$ cat config.mk
export PLATFORM = sky130hd
export DESIGN_NAME = reduction_scheduler
export DESIGN_NICKNAME = d
export VERILOG_FILES = /design/src/rtl/reduction_scheduler_pkg.sv /design/src/rtl/rr_arbiter.sv /design/src/rtl/reduction_scheduler.sv
export SDC_FILE = /design/constraint.sdc
export NUM_CORES = 1
export LEC_CHECK = 0
export BUFFER_PORTS_ARGS = -buffer_cell sky130_fd_sc_hd__buf_2
export CAP_MARGIN = 25
export CORE_AREA = 3 3 521 523
export CTS_BUF_LIST = sky130_fd_sc_hd__clkbuf_16
export CTS_CLUSTER_SIZE = 10
export DETAILED_ROUTE_END_ITERATION = 16
export DIE_AREA = 0 0 524 526
export PLACE_DENSITY_LB_ADDON = 0.2
export SETUP_SLACK_MARGIN = 0.2
export SYNTH_ARGS = -nofsm -noshare
export SYNTH_HDL_FRONTEND = slang
export SYNTH_HIERARCHICAL = 1
export SYNTH_SLANG_ARGS = --single-unit
$ cat constraint.sdc
create_clock -name clk_i -period 20.9 [get_ports clk_i]
set_clock_uncertainty 0.2 [all_clocks]
set_input_delay 1.045 -clock clk_i [delete_from_list [all_inputs] [get_ports clk_i]]
set_output_delay 1.045 -clock clk_i [all_outputs]
set_load 0.05 [all_outputs]
$ cat src/rtl/reduction_scheduler_pkg.sv
// Shared NPU definitions used by the reduction scheduler: data width, reduction op codes,
// scheduler state encoding and the default watchdog limit.
package reduction_scheduler_pkg;

    localparam int unsigned NPU_DATA_WIDTH      = 16;
    localparam int unsigned RED_TIMEOUT_DEFAULT = 64;

    localparam logic [2:0] RED_SUM  = 3'd0;
    localparam logic [2:0] RED_MAX  = 3'd1;
    localparam logic [2:0] RED_MIN  = 3'd2;
    localparam logic [2:0] RED_MEAN = 3'd3;

    typedef enum logic [1:0] {
        StIdle  = 2'd0,
        StIssue = 2'd1,
        StWait  = 2'd2,
        StResp  = 2'd3
    } sched_state_e;

endpackage

$ cat src/rtl/rr_arbiter.sv
// Combinational round-robin arbiter: grants the first requester at or above ptr_i,
// wrapping modulo N, as a one-hot vector plus its index.
module rr_arbiter #(
    parameter int unsigned N = 4,
    localparam int unsigned IdxW = (N > 1) ? $clog2(N) : 1
) (
    input  logic [N-1:0]    req_i,
    input  logic [IdxW-1:0] ptr_i,
    output logic [N-1:0]    gnt_o,
    output logic [IdxW-1:0] idx_o,
    output logic            valid_o
);

    int unsigned cand;

    always_comb begin
        gnt_o   = '0;
        idx_o   = '0;
        valid_o = 1'b0;
        cand    = 0;
        for (int unsigned off = 0; off < N; off++) begin
            cand = 32'(ptr_i) + off;
            if (cand >= N) begin
                cand = cand - N;
            end
            if (!valid_o && cand < N && req_i[cand]) begin
                valid_o     = 1'b1;
                gnt_o[cand] = 1'b1;
                idx_o       = IdxW'(cand);
            end
        end
    end

endmodule

$ cat src/rtl/reduction_scheduler.sv
// Time-shares one reduction unit between NUM_REQ requesters: round-robin grant, latched
// operand, unit handshakes, watchdog abort and result routing back to the winner.
module reduction_scheduler
    import reduction_scheduler_pkg::*;
#(
    parameter int unsigned NUM_REQ    = 4,
    parameter int unsigned NUM_LANES  = 16,
    parameter int unsigned DATA_WIDTH = NPU_DATA_WIDTH,
    parameter int unsigned TIMEOUT    = RED_TIMEOUT_DEFAULT,
    localparam int unsigned IdxW = (NUM_REQ > 1) ? $clog2(NUM_REQ) : 1,
    localparam int unsigned VecW = NUM_LANES * DATA_WIDTH
) (
    input  logic                          clk_i,
    input  logic                          rst_i,
    input  logic [NUM_REQ-1:0]            req_valid_i,
    output logic [NUM_REQ-1:0]            req_ready_o,
    input  logic [NUM_REQ*VecW-1:0]       req_data_i,
    input  logic [NUM_REQ*3-1:0]          req_type_i,
    output logic [NUM_REQ-1:0]            rsp_valid_o,
    input  logic [NUM_REQ-1:0]            rsp_ready_i,
    output logic [DATA_WIDTH-1:0]         rsp_data_o,
    output logic                          rsp_err_o,
    output logic [VecW-1:0]               ru_data_o,
    output logic [2:0]                    ru_type_o,
    output logic                          ru_valid_o,
    input  logic                          ru_ready_i,
    input  logic [DATA_WIDTH-1:0]         ru_result_i,
    input  logic                          ru_result_valid_i,
    output logic                          ru_result_ready_o,
    output logic                          busy_o,
    output logic [IdxW-1:0]               grant_id_o
);

    localparam int unsigned CntW = (TIMEOUT > 1) ? $clog2(TIMEOUT) : 1;

    sched_state_e          state_q;
    logic [IdxW-1:0]       ptr_q, gidx_q, ptr_d;
    logic [VecW-1:0]       vec_q;
    logic [2:0]            type_q;
    logic [CntW-1:0]       cnt_q;
    logic [DATA_WIDTH-1:0] rsp_data_q;
    logic                  rsp_err_q, ru_valid_q, ru_rready_q;

    logic [NUM_REQ-1:0]    arb_gnt;
    logic [IdxW-1:0]       arb_idx;
    logic                  arb_valid;

    rr_arbiter #(
        .N (NUM_REQ)
    ) u_arb (
        .req_i   (req_valid_i),
        .ptr_i   (ptr_q),
        .gnt_o   (arb_gnt),
        .idx_o   (arb_idx),
        .valid_o (arb_valid)
    );

    // Explicit wrap so non-power-of-two requester counts stay in range.
    assign ptr_d = (arb_idx == IdxW'(NUM_REQ - 1)) ? '0 : arb_idx + 1'b1;

    always_ff @(posedge clk_i) begin
        if (rst_i) begin
            state_q     <= StIdle;
            ptr_q       <= '0;
            gidx_q      <= '0;
            cnt_q       <= '0;
            rsp_data_q  <= '0;
            rsp_err_q   <= 1'b0;
            ru_valid_q  <= 1'b0;
            ru_rready_q <= 1'b0;
        end else begin
            unique case (state_q)
                StIdle: begin
                    ru_rready_q <= 1'b1;
                    if (arb_valid) begin
                        state_q     <= StIssue;
                        gidx_q      <= arb_idx;
                        ptr_q       <= ptr_d;
                        vec_q       <= req_data_i[VecW*arb_idx +: VecW];
                        type_q      <= req_type_i[3*arb_idx +: 3];
                        ru_valid_q  <= 1'b1;
                        ru_rready_q <= 1'b0;
                    end
                end
                StIssue: begin
                    if (ru_ready_i) begin
                        state_q     <= StWait;
                        cnt_q       <= '0;
                        ru_valid_q  <= 1'b0;
                        ru_rready_q <= 1'b1;
                    end
                end
                StWait: begin
                    // A result arriving on the last watchdog cycle takes priority over the abort.
                    if (ru_result_valid_i) begin
                        state_q     <= StResp;
                        rsp_data_q  <= ru_result_i;
                        rsp_err_q   <= 1'b0;
                        ru_rready_q <= 1'b0;
                    end else if (cnt_q == CntW'(TIMEOUT - 1)) begin
                        state_q     <= StResp;
                        rsp_data_q  <= '0;
                        rsp_err_q   <= 1'b1;
                        ru_rready_q <= 1'b0;
                    end else if (cnt_q != '1) begin
                        cnt_q <= cnt_q + 1'b1;
                    end
                end
                StResp: begin
                    if (rsp_ready_i[gidx_q]) begin
                        state_q     <= StIdle;
                        ru_rready_q <= 1'b1;
                    end
                end
                default: state_q <= StIdle;
            endcase
        end
    end

    always_comb begin
        rsp_valid_o = '0;
        if (state_q == StResp) begin
            rsp_valid_o[gidx_q] = 1'b1;
        end
    end

    assign req_ready_o       = (state_q == StIdle) ? arb_gnt : '0;
    assign rsp_data_o        = rsp_data_q;
    assign rsp_err_o         = rsp_err_q;
    assign ru_data_o         = vec_q;
    assign ru_type_o         = type_q;
    assign ru_valid_o        = ru_valid_q;
    assign ru_result_ready_o = ru_rready_q;
    assign busy_o            = (state_q != StIdle);
    assign grant_id_o        = gidx_q;

endmodule

==> summary.txt <==
Synthesis
  – Cell variety after synth: 58
  – Synth Flop Type: sky130_fd_sc_hd__edfxtp_1
  – Share of synthesized area spent on multiplexers: a little under two fifths
  – Post-synthesis simple-gate area fraction: 2.22%
  – Average cell area after synthesis: 20.3 µm²
  – Post-synthesis sequential area ratio: around 53%
  – Adder-cell share of the synthesized area: 1.02%
  – Xor/xnor share of the synthesized area: 0%
  – Largest family of logic cells by synthesized area: multiplexers
  – Register bit count reported by yosys: 290
  – Mapped Nets: 1861
  – Post-synthesis cell count: 784
  – Synth Warn #: 6
  – Async S/R FF share, synth: 0%
  – Post-synthesis instance area: 15900 µm²
  – Number of enable flip-flop cells after synthesis: 259
  – Synth Area in Compound Gates: 3.13%

Drt
  – Post-detailed-route DRC marker count: 0
  – Antenna violation net count after detailed routing: 0
  – DR pass1 iterations: 5
  – DR vias/cell: ~2.9
  – Detailed Route WL: ~200 mm
  – Via count: 17000
  – DRC violation total after the first TritonRoute iteration: 1483
  – Routed length per placed instance: 34.3 µm

CTS
  – CTS-repair resized insts: 0
  – Clock latency reported for the late side of the worst-skew pair: about 0.65 ns
  – CTS clk-pin slew, worst paths: ~0.060 ns
  – Clock buffer count from CTS: 46
  – Clock root buffer: sky130_fd_sc_hd__clkbuf_16
  – Clock Tree Buf Depth: 3
  – Number of post-CTS setup repair buffers: 0
  – CTS tree: built
  – Total of hold buffers inserted after clock tree synthesis: 0
  – CTS H-tree lvls: 2
  – Num Clock Sinks: 290

Power and ir drop
  – Power density over the cells: ~170 nW/µm²
  – Design Power: 4.98 mW
  – Net Switching: between 2 and 3 mW
  – Sw frac: 52.7%
  – Internal power: 2.35 mW
  – Combinational share of power: 60.2%
  – Relative contribution of the clock network to total power: 15.5%
  – Static leakage: 10.9 nW
  – Part of the power in registers: roughly a quarter
  – Worst vdd ir: 84.7 µV

Worst setup path
  – Crit path capture type: flop
  – Critical-path cell list: inv_1 -> ha_1 -> inv_1 -> mux2i_1 -> a21o_1 -> a22o_4 -> buf_4 -> buf_4 -> buf_4 -> buf_4 -> buf_16 -> mux4_2
  – Crit path max-delay cell type: sky130_fd_sc_hd__dfxtp_1
  – Crit path launch type: flop
  – Gate family responsible for the most delay along the worst path: buffers and inverters
  – Most common cell on crit path: sky130_fd_sc_hd__buf_4
  – WP data required: 21.10 ns
  – Type of the worst setup path: flop to flop
  – Max incr delay on CP: ~0.8 ns
  – Maximum net fanout on the critical path: 41
  – Critical path buffers and inverters: 7
  – Data arrival at the endpoint of the critical path: slightly below 7 ns

GRT
  – Total global routing overflow: 0
  – Pin count of the biggest net entering global routing: just over 60
  – Initial antenna violation count: about 260
  – Vias in the first global route: 16800
  – Global-route wire length before repair: 235 mm
  – GRT Resource Usage Total: 13.8%

Floorplan
  – Full die area: 276000 µm²
  – Effective utilization at floorplan: 5.96%
  – Die width: roughly 520 µm
  – Row Count: 190
  – I/O pin count: 1353
  – Area of the core: roughly 270000 µm²
  – Height of the die: 526 µm

Placed design
  – Number of port buffers: 1352
  – Number of placed cells counting well taps: 5643
  – HPWL reported at the end of detailed placement: 179 mm
  – Global placer's final weighted congestion: approximately 0.94

Finish
  – Post-synthesis to final-layout area growth: 78.6%
  – Register area: 8400 µm²
  – Area used by multi-input combinational logic: 7060 µm²
  – Share of layout cells above drive strength 1: about four fifths
  – Nets@finish: ~3200
  – Count of placed standard cells in the final layout, fillers left out: 5796
  – Fill cell instance count of the final layout: 30900

STA
  – Worst slew pin tran: 1.01 ns
  – Share of the cycle needed by the critical path after routing: 31.4%
  – Aggregate negative setup slack: 0 ns
  – Peak Freq: around 150 MHz
  – Final Slew Violations: 0
  – Setup repair after global routing missed its margin: false
  – Relative slew slack: 32.5%
  – Fin. Hold Viols: 0
  – Setup violators final: 0
  – Final period demand of the worst path: 6.56 ns

Run
  – Number of maximum-capacitance constraint violations: 0

Run status
  – Status: completed

Worst hold path
  – Class of the worst hold path: flop to flop
==> Yosys cell counts (all sizes together) (10+ instances only) <==
| library cell | n | area (µm²) |
|---|---|---|
| buf | 55 | 422 |
| dfxtp | 31 | 621 |
| a22o | 17 | 150 |
| edfxtp | 259 | 7780 |
| inv | 12 | 45.0 |
| a21oi | 11 | 58.8 |
| clkbuf | 10 | 37.5 |
| nand3 | 11 | 55.1 |
| ha | 13 | 163 |
| nor2 | 14 | 52.6 |
| nand2 | 18 | 67.6 |
| mux4 | 260 | 5860 |
==> placed cells by master (no fill, tap or decap), types with 4 or more instances in the layout <==
cell	n
sky130_fd_sc_hd__clkinv_1	12
sky130_fd_sc_hd__clkbuf_16	47
sky130_fd_sc_hd__dfxtp_1	31
sky130_fd_sc_hd__nor2_1	13
sky130_fd_sc_hd__buf_4	20
sky130_fd_sc_hd__nand2_1	18
sky130_fd_sc_hd__o21ai_0	7
sky130_fd_sc_hd__buf_2	1352
sky130_fd_sc_hd__a22o_1	16
sky130_fd_sc_hd__o221ai_1	4
sky130_fd_sc_hd__nand3_1	11
sky130_fd_sc_hd__mux2i_1	6
sky130_fd_sc_hd__diode_2	71
sky130_fd_sc_hd__edfxtp_1	259
sky130_fd_sc_hd__inv_1	26
sky130_fd_sc_hd__mux4_2	260
sky130_fd_sc_hd__and2_1	4
sky130_fd_sc_hd__a21oi_1	10
sky130_fd_sc_hd__mux2_2	6
sky130_fd_sc_hd__ha_1	13
==> power groups by stage <==
stage / Clock [mW] / Combinational (mW) / Sequential (mW)
floorplan: 0 / 1.09 / 2.11
global placement: 0 / 3.04 / 1.24
detailed placement: 0 / 3.05 / 1.22
CTS: 0.814 / 3.05 / 1.23
global route: 0.824 / 3.14 / 1.24
finish: 0.771 / 3.00 / 1.21
==> logic make-up after synthesis <==
family                     Yosys count
DFF                                290
muxes                              274
buffers and inverters               77
and+or+nand+nor                     68
AOI/OAI and AO/OA                   62
adders and majority gates           13
==> worst paths after layout <==
kind                                                  start                           to  slack (ns)  cells past startpoint
worst max-delay path                  ptr_q[0]$_SDFFE_PP0P_     ru_data_o[141]$_DFFE_PP_       14.34                     12
worst min-delay path            rsp_data_o[11]$_SDFFE_PP0P_  rsp_data_o[11]$_SDFFE_PP0P_        0.28                      1
worst max register to register        ptr_q[0]$_SDFFE_PP0P_     ru_data_o[141]$_DFFE_PP_       14.34                     12
worst min register to register  rsp_data_o[11]$_SDFFE_PP0P_  rsp_data_o[11]$_SDFFE_PP0P_        0.28                      1
==> flip-flops by register name (all words and copies together) (netlist names) <==
signal	flops
grant_id_o	2
ru_valid_o	1
rsp_err_o	1
cnt_q	6
ptr_q	2
rsp_data_o	16
ru_data_o	256
ru_result_ready_o	1
state_q	2
ru_type_o	3
==> stage by stage <==
stage / utilization, % / instance area, µm² / hold WS (ns) / worst slack (ns)
after floorplan: - / 15900 / 0.272 / 7.05
after global placement: 10.0 / 26900 / 0.254 / 13.83
after detailed placement: 10.0 / 26900 / 0.253 / 13.88
after CTS: 10.6 / 28300 / 0.270 / 13.86
after global routing: 10.6 / 28400 / 0.290 / 13.74
final: 10.6 / 28500 / 0.277 / 14.34
==> area by class of cell <==
type,count,area share (%)
timing repair buffer,1373,24.4
sequential,290,29.5
multi-input combinational,417,24.8
inverter,12,0.158
clock inverter,34,0.743
antenna,71,0.624
clock buffer,47,4.13
tap,3552,15.6
==> routing by layer <==
metal  track usage (%)  up-vias  part of all wire (%)
met3              10.4      447                    18
met1              16.0     8439                    38
met5                 0        -                  0.64
li1                  -     6333                     -
met2              20.1     1578                    41
met4              2.67      190                   2.0
Power figures use the tool's default switching activity.
